--- src/rtl/decrypt_sequencer_if.sv ---
// Handshake and memory bus between decrypt_sequencer and its neighbours:
// receiver control (start/seed/busy/done), keystream generator and pixel BRAMs.
// Optional macro DECRYPT_SEQ_STALL_CNT_EN adds the stall_cnt observation signal.
interface decrypt_sequencer_if #(
    parameter int ADDR_W = 14,
    parameter int SEED_W = 32
);
    logic              start;
    logic [SEED_W-1:0] seed_in;
    logic              seed_load;
    logic [SEED_W-1:0] seed_out;
    logic              ks_valid;
    logic              ks_ready;
    logic [7:0]        ks_r;
    logic [7:0]        ks_g;
    logic [7:0]        ks_b;
    logic              mem_rd_en;
    logic [ADDR_W-1:0] mem_rd_addr;
    logic [7:0]        mem_rd_r;
    logic [7:0]        mem_rd_g;
    logic [7:0]        mem_rd_b;
    logic              mem_wr_en;
    logic [ADDR_W-1:0] mem_wr_addr;
    logic [7:0]        mem_wr_r;
    logic [7:0]        mem_wr_g;
    logic [7:0]        mem_wr_b;
    logic              busy;
    logic              done;
`ifdef DECRYPT_SEQ_STALL_CNT_EN
    logic [15:0]       stall_cnt;

    modport master (
        input  start, seed_in, ks_valid, ks_r, ks_g, ks_b,
               mem_rd_r, mem_rd_g, mem_rd_b,
        output seed_load, seed_out, ks_ready, mem_rd_en, mem_rd_addr,
               mem_wr_en, mem_wr_addr, mem_wr_r, mem_wr_g, mem_wr_b,
               busy, done, stall_cnt
    );

    modport slave (
        output start, seed_in, ks_valid, ks_r, ks_g, ks_b,
               mem_rd_r, mem_rd_g, mem_rd_b,
        input  seed_load, seed_out, ks_ready, mem_rd_en, mem_rd_addr,
               mem_wr_en, mem_wr_addr, mem_wr_r, mem_wr_g, mem_wr_b,
               busy, done, stall_cnt
    );
`else
    modport master (
        input  start, seed_in, ks_valid, ks_r, ks_g, ks_b,
               mem_rd_r, mem_rd_g, mem_rd_b,
        output seed_load, seed_out, ks_ready, mem_rd_en, mem_rd_addr,
               mem_wr_en, mem_wr_addr, mem_wr_r, mem_wr_g, mem_wr_b,
               busy, done
    );

    modport slave (
        output start, seed_in, ks_valid, ks_r, ks_g, ks_b,
               mem_rd_r, mem_rd_g, mem_rd_b,
        input  seed_load, seed_out, ks_ready, mem_rd_en, mem_rd_addr,
               mem_wr_en, mem_wr_addr, mem_wr_r, mem_wr_g, mem_wr_b,
               busy, done
    );
`endif
endinterface

--- src/rtl/decrypt_sequencer.sv ---
// Frame decryption sequencer: seeds the keystream generator, discards WARMUP
// warm-up words, then reads each encrypted pixel, XORs it with one keystream
// word and writes it to the decrypted memory, addresses 0..DEPTH-1 ascending.
// Optional macro DECRYPT_SEQ_STALL_CNT_EN adds a saturating keystream stall counter.
module decrypt_sequencer #(
    parameter int ADDR_W = 14,
    parameter int DEPTH  = 16384,
    parameter int WARMUP = 64,
    parameter int SEED_W = 32
) (
    input  logic clk,
    input  logic rst,
    decrypt_sequencer_if.master bus
);

    typedef enum logic [2:0] {
        S_IDLE,
        S_SEED,
        S_WARM,
        S_RD,
        S_XOR,
        S_DONE
    } state_t;

    localparam logic [ADDR_W-1:0] LAST_ADDR = ADDR_W'(DEPTH - 1);
    localparam int                WARM_W    = (WARMUP > 1) ? $clog2(WARMUP) : 1;
    // Unused when WARMUP==0 because the WARM state is never entered then.
    localparam logic [WARM_W-1:0] WARM_LAST = WARM_W'((WARMUP > 0) ? (WARMUP - 1) : 0);

    state_t            state, state_nxt;
    logic [ADDR_W-1:0] addr, addr_nxt;
    logic [WARM_W-1:0] warm_cnt, warm_cnt_nxt;
    logic [SEED_W-1:0] seed_q;
    logic              ks_hs;
    logic              start_acc;

    logic              wr_vld_p1;
    logic [ADDR_W-1:0] wr_addr_p1;
    logic [7:0]        wr_r_p1, wr_g_p1, wr_b_p1;

    assign bus.ks_ready = (state == S_WARM) || (state == S_XOR);
    assign ks_hs        = bus.ks_valid && bus.ks_ready;
    assign start_acc    = bus.start && ((state == S_IDLE) || (state == S_DONE));

    assign bus.seed_out    = seed_q;
    assign bus.mem_wr_en   = wr_vld_p1;
    assign bus.mem_wr_addr = wr_addr_p1;
    assign bus.mem_wr_r    = wr_r_p1;
    assign bus.mem_wr_g    = wr_g_p1;
    assign bus.mem_wr_b    = wr_b_p1;

    // State, address and warm-up counters.
    always_ff @(posedge clk or posedge rst) begin
        if (rst) begin
            state    <= S_IDLE;
            addr     <= '0;
            warm_cnt <= '0;
        end else begin
            state    <= state_nxt;
            addr     <= addr_nxt;
            warm_cnt <= warm_cnt_nxt;
        end
    end

    // Next-state decode; start is honoured only in IDLE and DONE.
    always_comb begin
        state_nxt    = state;
        addr_nxt     = addr;
        warm_cnt_nxt = warm_cnt;
        case (state)
            S_IDLE: begin
                if (bus.start) state_nxt = S_SEED;
            end
            S_SEED: begin
                addr_nxt     = '0;
                warm_cnt_nxt = '0;
                state_nxt    = (WARMUP > 0) ? S_WARM : S_RD;
            end
            S_WARM: begin
                if (ks_hs) begin
                    warm_cnt_nxt = warm_cnt + WARM_W'(1);
                    if (warm_cnt == WARM_LAST) state_nxt = S_RD;
                end
            end
            S_RD: begin
                state_nxt = S_XOR;
            end
            S_XOR: begin
                if (ks_hs) begin
                    // Never step past the last address, even when DEPTH fills the address space.
                    if (addr == LAST_ADDR) begin
                        state_nxt = S_DONE;
                    end else begin
                        addr_nxt  = addr + ADDR_W'(1);
                        state_nxt = S_RD;
                    end
                end
            end
            S_DONE: begin
                if (bus.start) state_nxt = S_SEED;
            end
            default: begin
                state_nxt = S_IDLE;
            end
        endcase
    end

    // Registered control outputs, decoded from the upcoming state.
    always_ff @(posedge clk or posedge rst) begin
        if (rst) begin
            seed_q          <= '0;
            bus.seed_load   <= 1'b0;
            bus.busy        <= 1'b0;
            bus.done        <= 1'b0;
            bus.mem_rd_en   <= 1'b0;
            bus.mem_rd_addr <= '0;
        end else begin
            if (start_acc) seed_q <= bus.seed_in;
            bus.seed_load <= (state_nxt == S_SEED);
            bus.busy      <= (state_nxt != S_IDLE) && (state_nxt != S_DONE);
            bus.done      <= (state_nxt == S_DONE);
            bus.mem_rd_en <= (state_nxt == S_RD);
            if (state_nxt == S_RD) bus.mem_rd_addr <= addr_nxt;
        end
    end

    // ---- stage p1: XOR result registered one cycle after the keystream handshake ----
    always_ff @(posedge clk or posedge rst) begin
        if (rst) begin
            wr_vld_p1  <= 1'b0;
            wr_addr_p1 <= '0;
            wr_r_p1    <= '0;
            wr_g_p1    <= '0;
            wr_b_p1    <= '0;
        end else begin
            wr_vld_p1 <= (state == S_XOR) && ks_hs;
            if ((state == S_XOR) && ks_hs) begin
                wr_addr_p1 <= addr;
                wr_r_p1    <= bus.mem_rd_r ^ bus.ks_r;
                wr_g_p1    <= bus.mem_rd_g ^ bus.ks_g;
                wr_b_p1    <= bus.mem_rd_b ^ bus.ks_b;
            end
        end
    end

`ifdef DECRYPT_SEQ_STALL_CNT_EN
    function automatic logic [15:0] sat_inc16(input logic [15:0] v);
        return (v == 16'hFFFF) ? v : v + 16'd1;
    endfunction

    logic [15:0] stall_q;
    assign bus.stall_cnt = stall_q;

    // Count XOR cycles spent waiting on the keystream; frozen outside XOR.
    always_ff @(posedge clk or posedge rst) begin
        if (rst) begin
            stall_q <= '0;
        end else if (state == S_SEED) begin
            stall_q <= '0;
        end else if ((state == S_XOR) && !bus.ks_valid) begin
            stall_q <= sat_inc16(stall_q);
        end
    end
`endif

endmodule

--- src/flat_wrapper.sv ---
// flat-port wrapper written by rule: the top's interface ports become plain ports
module decrypt_sequencer_flat 
#(
    parameter int ADDR_W = 14,
    parameter int DEPTH  = 16384,
    parameter int WARMUP = 64,
    parameter int SEED_W = 32
)
  (clk, rst, bus_start, bus_seed_in, bus_ks_valid, bus_ks_r, bus_ks_g, bus_ks_b, bus_mem_rd_r, bus_mem_rd_g, bus_mem_rd_b, bus_seed_load, bus_seed_out, bus_ks_ready, bus_mem_rd_en, bus_mem_rd_addr, bus_mem_wr_en, bus_mem_wr_addr, bus_mem_wr_r, bus_mem_wr_g, bus_mem_wr_b, bus_busy, bus_done);
  decrypt_sequencer_if #(.ADDR_W(ADDR_W), .SEED_W(SEED_W)) bus_i ();
  input  logic clk;
  input  logic rst;
  input wire logic [$bits(bus_i.start)-1:0] bus_start;
  input wire logic [$bits(bus_i.seed_in)-1:0] bus_seed_in;
  input wire logic [$bits(bus_i.ks_valid)-1:0] bus_ks_valid;
  input wire logic [$bits(bus_i.ks_r)-1:0] bus_ks_r;
  input wire logic [$bits(bus_i.ks_g)-1:0] bus_ks_g;
  input wire logic [$bits(bus_i.ks_b)-1:0] bus_ks_b;
  input wire logic [$bits(bus_i.mem_rd_r)-1:0] bus_mem_rd_r;
  input wire logic [$bits(bus_i.mem_rd_g)-1:0] bus_mem_rd_g;
  input wire logic [$bits(bus_i.mem_rd_b)-1:0] bus_mem_rd_b;
  output wire logic [$bits(bus_i.seed_load)-1:0] bus_seed_load;
  output wire logic [$bits(bus_i.seed_out)-1:0] bus_seed_out;
  output wire logic [$bits(bus_i.ks_ready)-1:0] bus_ks_ready;
  output wire logic [$bits(bus_i.mem_rd_en)-1:0] bus_mem_rd_en;
  output wire logic [$bits(bus_i.mem_rd_addr)-1:0] bus_mem_rd_addr;
  output wire logic [$bits(bus_i.mem_wr_en)-1:0] bus_mem_wr_en;
  output wire logic [$bits(bus_i.mem_wr_addr)-1:0] bus_mem_wr_addr;
  output wire logic [$bits(bus_i.mem_wr_r)-1:0] bus_mem_wr_r;
  output wire logic [$bits(bus_i.mem_wr_g)-1:0] bus_mem_wr_g;
  output wire logic [$bits(bus_i.mem_wr_b)-1:0] bus_mem_wr_b;
  output wire logic [$bits(bus_i.busy)-1:0] bus_busy;
  output wire logic [$bits(bus_i.done)-1:0] bus_done;
  assign bus_i.start = bus_start;
  assign bus_i.seed_in = bus_seed_in;
  assign bus_i.ks_valid = bus_ks_valid;
  assign bus_i.ks_r = bus_ks_r;
  assign bus_i.ks_g = bus_ks_g;
  assign bus_i.ks_b = bus_ks_b;
  assign bus_i.mem_rd_r = bus_mem_rd_r;
  assign bus_i.mem_rd_g = bus_mem_rd_g;
  assign bus_i.mem_rd_b = bus_mem_rd_b;
  assign bus_seed_load = bus_i.seed_load;
  assign bus_seed_out = bus_i.seed_out;
  assign bus_ks_ready = bus_i.ks_ready;
  assign bus_mem_rd_en = bus_i.mem_rd_en;
  assign bus_mem_rd_addr = bus_i.mem_rd_addr;
  assign bus_mem_wr_en = bus_i.mem_wr_en;
  assign bus_mem_wr_addr = bus_i.mem_wr_addr;
  assign bus_mem_wr_r = bus_i.mem_wr_r;
  assign bus_mem_wr_g = bus_i.mem_wr_g;
  assign bus_mem_wr_b = bus_i.mem_wr_b;
  assign bus_busy = bus_i.busy;
  assign bus_done = bus_i.done;
  decrypt_sequencer #(.ADDR_W(ADDR_W), .DEPTH(DEPTH), .WARMUP(WARMUP), .SEED_W(SEED_W)) u_core (.clk(clk), .rst(rst), .bus(bus_i));
endmodule
--- config.mk ---
export PLATFORM = sky130hd
export DESIGN_NAME = decrypt_sequencer_flat
export DESIGN_NICKNAME = d
export VERILOG_FILES = /design/src/rtl/decrypt_sequencer_if.sv /design/src/rtl/decrypt_sequencer.sv /design/src/flat_wrapper.sv
export SDC_FILE = /design/constraint.sdc
export NUM_CORES = 1
export LEC_CHECK = 0
export CORE_MARGIN = 4
export CORE_UTILIZATION = 45
export CTS_BUF_LIST = sky130_fd_sc_hd__clkbuf_2 sky130_fd_sc_hd__clkbuf_4 sky130_fd_sc_hd__clkbuf_8
export DETAILED_ROUTE_END_ITERATION = 7
export PLACE_DENSITY = 0.81
export SYNTH_ARGS = -nofsm -noshare
export SYNTH_HDL_FRONTEND = slang
export SYNTH_SLANG_ARGS = --single-unit
--- constraint.sdc ---
create_clock -name clk -period 6.3 [get_ports clk]
set_input_delay 0.63 -clock clk [delete_from_list [all_inputs] [get_ports clk]]
set_output_delay 0.63 -clock clk [all_outputs]
set_load 0.02 [all_outputs]
==> impl_metrics.csv, run 1 <==
group,metric,value,unit
power_and_ir_drop,leakage,2.96,nW
global_routing,met2_usage,34.3,%
global_routing,met1_usage,24.0,%
critical_path,worstPathMaxFanout,68,
floorplan,initial_utilization,46.4,%
cells_and_area,utilization,66.5,%
critical_path,worstSetupEndpointType,"flip-flop",
synthesis,synth_top_cell_by_area,"dfrtp_1",
synthesis,synthesis.nets,498,
floorplan,rows,37,
synthesis,synth_seq_cells,112,
place,gp_congestion,0.829,
clock_tree,cts_root_buf,"clkbuf_8",
power_and_ir_drop,powerDensity,429,nW/µm²
route,drc,0,
power_and_ir_drop,internal_power,1.89,mW
floorplan,dieArea,12400,µm²
critical_path,worstSetupStartpointType,"input pin",
critical_path,cp-startpoint,"bus_ks_valid",
power_and_ir_drop,seq_power_share,37.8,%
global_routing,grt_usage,19.3,%
floorplan,core-area,10400,µm²
route,dr.pass1.iters,4,
global_routing,grt_pass1_wl,19900,µm
synthesis,synth_cell_type_count,53,
sta,period_needed,3.58,ns
synthesis,synth_common_cells,"112 x dfrtp_1, 85 x nand2_1, 37 x mux2_2",
place,hpwl,8780,µm
clock_tree,cts-htree-levels,3,
cells_and_area,fin_area,6890,µm²
sta,rsz0062_at_grt,"false",
route,post_drt_wl_per_cell,16.4,µm
power_and_ir_drop,switching_share,35.9,%
synthesis,yosysMostFrequentCell,"dfrtp_1",
outcome,status,"finished clean",
clock_tree,clk_pin_slew,0.11,ns
global_routing,antenna_found_initial,0,
sta,skew,0.0150,ns
power_and_ir_drop,combPwrFrac,44.7,%
clock_tree,cts_tree,"built",
global_routing,grt-ovfl-total,0,
route,finalWirelength,11800,µm
critical_path,timing.rr.start,"u_core.state[0]",
critical_path,crit_type,"in2reg",
synthesis,synth_flop_cell,"dfrtp_1",
synthesis,synth_edf_count,0,
clock_tree,post_cts_buffers,0,
clock_tree,cts-resized-gates,0,
global_routing,grtUsageMet3,4.62,%
route,drt_iter0_drc,204,
cells_and_area,register_area,2800,µm²
power_and_ir_drop,p_clk_share,17.5,%
cells_and_area,areaGrowthSynthToFinish,43.4,%
synthesis,synth_area,4810,µm²
sta,fin_setup_tns,0,ns
critical_path,worst_ep_required_time,6.56,ns
cells_and_area,multi_input_area,1900,µm²
floorplan,die_w,111,µm
synthesis,syn_inst,412,
sta,worst_slack,2.72,ns
route,ant_nets,0,
power_and_ir_drop,ir_drop,0.220,mV
synthesis,yosysSeqAreaShare,58.3,%
clock_tree,cts.sink_count,112,
sta,hold_viol,0,
sta,worst_pin_slew,0.845,ns
cells_and_area,drive_above_1_share,12.9,%
critical_path,reg2reg_to,"u_core.bus.mem_rd_addr[11]",
floorplan,fp.dieH,111,µm
sta,slew_violations,0,
clock_tree,numCtsBuffers,9,
cells_and_area,nets,664,
global_routing,grt_pass1_vias,3901,
global_routing,grt_busiest_layer,"met2",
cells_and_area,diodes,0,
critical_path,r2r_setup_slack,2.96,ns
synthesis,synthTopCellsByArea,"dfrtp_1 58%, mux2_2 8.7%, nand2_1 6.6%",
synthesis,synthArstFlopShare,100,%
synthesis,synth.top_cell.area_share,58.3,%
route,post_drt_via_cell_ratio,5.14,
sta,period_share,56.9,%
critical_path,crit_end,"u_core.bus.mem_rd_addr[11]",
sta,relSlewSlack,43.6,%
min_path,hp-class,"reg2reg",
place,place_ws,2.34,ns
global_routing,grt_max_degree,69,
clock_tree,clock_latency,0.37,ns
critical_path,rr_worst_depth,5,
place,placement.cell_area,6640,µm²
synthesis,yosysWarnings,0,
sta,setup_viol,0,
place,io_buffers,173,
sta,max_freq,279,MHz
power_and_ir_drop,switching_power,1.06,mW
critical_path,arrival,3.85,ns
clock_tree,clockBufferDepth,2,
floorplan,io_pins,174,
cells_and_area,fillers,798,
clock_tree,cts_hold_buf,0,
run,drv_cap,0,
route,vias,3697,
synthesis,syn_avg_cell_area,11.7,µm²
==> cells by family (layout without fill, tap and decap cells) <==
logic type / count (synthesis) / count (layout) / share of synthesized area [%]
XOR/XNOR: 30 / 30 / 5.47
multiplexers: 52 / 52 / 12.7
adder cells (fa/ha/maj): 2 / 2 / 0.520
AND/OR/NAND/NOR: 134 / 134 / 13.4
flip-flops: 112 / 112 / 58.3
AO/OA/AOI/OAI: 57 / 57 / 7.42
buffers and inverters: 25 / 196 / 2.16
==> sequential cells by signal, indices dropped and copies added (netlist names), 3 cells and up <==
signal                  count
u_core.bus.seed_out        32
u_core.addr                14
u_core.bus.mem_rd_addr     14
u_core.bus.mem_wr_addr     14
u_core.bus.mem_wr_b         8
u_core.bus.mem_wr_g         8
u_core.bus.mem_wr_r         8
u_core.warm_cnt             6
u_core.state                3
==> routing by layer <==
layer  vias up  share of wire (%)
li1       1739                  -
met1      1795                 40
met2       148                 52
met3        15                6.7
met4         0                1.2
met5         -                  0
==> layout by cell type (no fill, tap or decap), types with 4 or more instances in the layout <==
cell             netlist  final
a21oi_1                6      6
clkbuf_8               0      9
clkdlybuf4s50_1        0    173
dfrtp_1              112    112
inv_1                  5      4
mux2_2                37     37
mux2_4                 9      9
mux2i_1                6      6
nand2_1               85     85
nand3_1                6      6
nor2_1                11     11
o21ai_0               31     31
xnor2_1               27     27
==> worst min-delay path by stage <==
stage,start,endpoint,slack [ns],cells past startpoint
after floorplan,u_core.addr[13],u_core.bus.mem_wr_addr[13],0.48,2
after global placement,u_core.bus.mem_wr_b[2],u_core.bus.mem_wr_b[2],0.46,2
after global routing,u_core.bus.mem_wr_addr[4],u_core.bus.mem_wr_addr[4],0.52,2
after CTS,u_core.bus.mem_wr_addr[12],u_core.bus.mem_wr_addr[12],0.49,2
after detailed placement,u_core.bus.mem_wr_addr[3],u_core.bus.mem_wr_addr[3],0.47,2
final,u_core.bus.mem_wr_g[7],u_core.bus.mem_wr_g[7],0.49,2
==> layout make-up <==
| cell class | instances | area share (%) |
|---|---|---|
| Tap cell | 136 | 2.47 |
| Multi-Input combinational cell | 275 | 27.6 |
| Sequential cell | 112 | 40.7 |
| Clock inverter | 7 | 1.83 |
| Inverter | 5 | 0.309 |
| Clock buffer | 9 | 1.80 |
| Timing Repair Buffer | 175 | 25.3 |
==> critical path, cell delays in order <==
cell             delay (ns)
clkdlybuf4s50_1        0.66
nand4bb_4              0.71
inv_1                  0.79
a21oi_4                0.14
nor2_4                 0.48
mux2_2                 0.41
==> power by group through the flow <==
stage	Sequential (mW)	Clock (mW)	Combinational [mW]
final	1.12	0.518	1.32
after global routing	1.15	0.562	1.41
after detailed placement	1.14	0	1.33
after global placement	1.12	0	1.30
after CTS	1.12	0.529	1.34
after floorplan	1.36	0	0.484
==> metrics by stage <==
| stage | std cells | power (mW) | hold WS, ns |
|---|---|---|---|
| 2_1_floorplan | 412 | 1.84 | 0.484 |
| 3_3_place_gp | 703 | 2.42 | 0.461 |
| 3_5_place_dp | 703 | 2.47 | 0.465 |
| 4_1_cts | 719 | 2.99 | 0.490 |
| 5_1_grt | 719 | 3.13 | 0.520 |
| 6_report | 719 | 2.96 | 0.487 |
Power figures use the tool's default switching activity.
==> run 2, diff against run 1 <==
--- a/config.mk
+++ b/config.mk
@@ -6,10 +6,10 @@
 export NUM_CORES = 1
 export LEC_CHECK = 0
 export CORE_MARGIN = 4
-export CORE_UTILIZATION = 45
+export CORE_UTILIZATION = 42
 export CTS_BUF_LIST = sky130_fd_sc_hd__clkbuf_2 sky130_fd_sc_hd__clkbuf_4 sky130_fd_sc_hd__clkbuf_8
 export DETAILED_ROUTE_END_ITERATION = 7
-export PLACE_DENSITY = 0.81
+export PLACE_DENSITY = 0.79
 export SYNTH_ARGS = -nofsm -noshare
 export SYNTH_HDL_FRONTEND = slang
 export SYNTH_SLANG_ARGS = --single-unit
==> constraint.sdc (replaced) <==
create_clock -name clk -period 3.1 [get_ports clk]
set_input_delay 0.31 -clock clk [delete_from_list [all_inputs] [get_ports clk]]
set_output_delay 0.31 -clock clk [all_outputs]
set_load 0.02 [all_outputs]
==> impl_metrics.csv, run 2 (synthesized netlist as in run 1, its figures left out) <==
group,metric,value,unit
cells_and_area,areaGrowthSynthToFinish,44.6,%
global_routing,grt_max_degree,67,
route,post_drt_wl_per_cell,16.3,µm
clock_tree,cts-resized-gates,0,
critical_path,worstSetupStartpointType,"flip-flop",
sta,worst_slack,0.713,ns
route,drc,0,
floorplan,rows,38,
cells_and_area,fillers,906,
place,gp_congestion,0.854,
cells_and_area,largest_reg_flops,32,
floorplan,dieArea,13200,µm²
run,drv_cap,0,
sta,fin_setup_tns,0,ns
place,placement.cell_area,6690,µm²
floorplan,core-area,11000,µm²
sta,worst_pin_slew,0.819,ns
cells_and_area,nets,669,
critical_path,reg2reg_to,"u_core.bus.mem_rd_addr[11]",
route,dr.pass1.iters,4,
global_routing,grt-ovfl-total,0,
floorplan,die_w,115,µm
critical_path,rr_worst_depth,5,
clock_tree,cts-htree-levels,3,
critical_path,crit_type,"reg2reg",
power_and_ir_drop,leakage,2.98,nW
critical_path,slowest_stage,"dfrtp_1",
cells_and_area,multi_input_area,1900,µm²
route,ant_nets,0,
critical_path,worst_ep_required_time,3.36,ns
sta,slew_violations,0,
cells_and_area,drive_above_1_share,13.6,%
sta,skew,0.0102,ns
route,drt_iter0_drc,168,
sta,relSlewSlack,45.4,%
critical_path,timing.rr.start,"u_core.state[0]",
sta,hold_viol,0,
cells_and_area,fin_area,6950,µm²
sta,setup_viol,0,
place,place_ws,0.404,ns
cells_and_area,layout_common_cells,"173 x clkdlybuf4s50_1, 112 x dfrtp_1, 85 x nand2_1, 37 x mux2_2, 31 x o21ai_0",
clock_tree,cts_root_buf,"clkbuf_8",
clock_tree,cts_hold_buf,0,
clock_tree,clk_pin_slew,0.11,ns
global_routing,antenna_found_initial,0,
cells_and_area,diodes,0,
clock_tree,post_cts_buffers,0,
global_routing,grt_pass1_wl,19000,µm
critical_path,worstSetupEndpointType,"flip-flop",
sta,rsz0062_at_grt,"false",
cells_and_area,final_common_cell,"clkdlybuf4s50_1",
route,vias,3710,
power_and_ir_drop,ir_drop,0.501,mV
power_and_ir_drop,powerDensity,871,nW/µm²
global_routing,grt_usage,17.9,%
outcome,status,"finished clean",
route,post_drt_via_cell_ratio,5.10,
cells_and_area,register_area,2800,µm²
clock_tree,clock_latency,0.37,ns
clock_tree,clockBufferDepth,2,
place,hpwl,9020,µm
clock_tree,cts.sink_count,112,
clock_tree,numCtsBuffers,9,
critical_path,arrival,2.64,ns
critical_path,critPathMaxStageDelay,0.57,ns
critical_path,worstPathMaxFanout,18,
floorplan,fp.dieH,115,µm
global_routing,grt_pass1_vias,3738,
critical_path,path_cells,"or3b_2 -> a21oi_1 -> a41oi_2 -> nor2_4 -> mux2_2",
sta,period_needed,2.39,ns
floorplan,initial_utilization,43.6,%
floorplan,io_pins,174,
clock_tree,cts_tree,"built",
sta,max_freq,419,MHz
route,finalWirelength,11900,µm
min_path,hp-class,"in2async",
critical_path,r2r_setup_slack,0.71,ns
place,io_buffers,173,
sta,period_share,77.0,%
==> run 2: changes by cell type in the layout (fill, tap and decap cells not counted), sizes merged <==
cell and delta:
bufinv +1, clkinvlp +2, inv -3, buf +5
==> run 2: layout make-up <==
class | instances | area share [%]
well taps | 140 | 2.52
repair buffers | 180 | 25.7
clock buffers | 9 | 1.78
clock inverters | 7 | 2.07
inverters | 5 | 0.324
flip-flops and latches | 112 | 40.3
multi-input cells | 275 | 27.3
==> run 2: power breakdown <==
part	internal (mW)	switching (mW)
Sequential	1.94	0.324
Combinational	1.37	1.31
Clock	0.619	0.486
Total	3.93	2.12
==> run 2: how the worst max path moves through the flow <==
stage / slack, ns / from / end
2_1_floorplan: 1.06 / u_core.addr[0] / u_core.bus.mem_rd_addr[0]
3_3_place_gp: 0.45 / bus_ks_valid / u_core.bus.mem_rd_addr[11]
3_5_place_dp: 0.40 / bus_ks_valid / u_core.bus.mem_rd_addr[11]
4_1_cts: 0.70 / u_core.state[0] / u_core.bus.mem_rd_addr[11]
5_1_grt: 0.52 / u_core.state[0] / u_core.bus.mem_rd_addr[13]
6_report: 0.71 / u_core.state[0] / u_core.bus.mem_rd_addr[11]
==> run 2: metal layers <==
layer	share of wire [%]	GRT usage [%]	vias up
met1	41	23.3	1787
li1	-	-	1752
met2	49	30.0	156
met5	0	0	-
met3	8.5	3.84	15
met4	1.7	5.87	0
==> run 2: critical path: cells and delay by family, from the launching register on <==
family | cells | cell delay [ns]
compound gates | 2 | 0.27
flops | 1 | 0.57
mux | 1 | 0.40
simple gates | 2 | 1.02
==> run 2: through the flow <==
| stage | util, % | std cells | hold slack (ns) | total power, mW |
|---|---|---|---|---|
| finish | 63.0 | 728 | 0.469 | 6.06 |
| global route | 63.0 | 728 | 0.517 | 6.42 |
| CTS | 63.0 | 728 | 0.470 | 6.13 |
| detailed placement | 60.6 | 712 | 0.466 | 5.03 |
| global placement | 60.6 | 712 | 0.465 | 4.94 |
| floorplan | - | 412 | 0.462 | 3.74 |
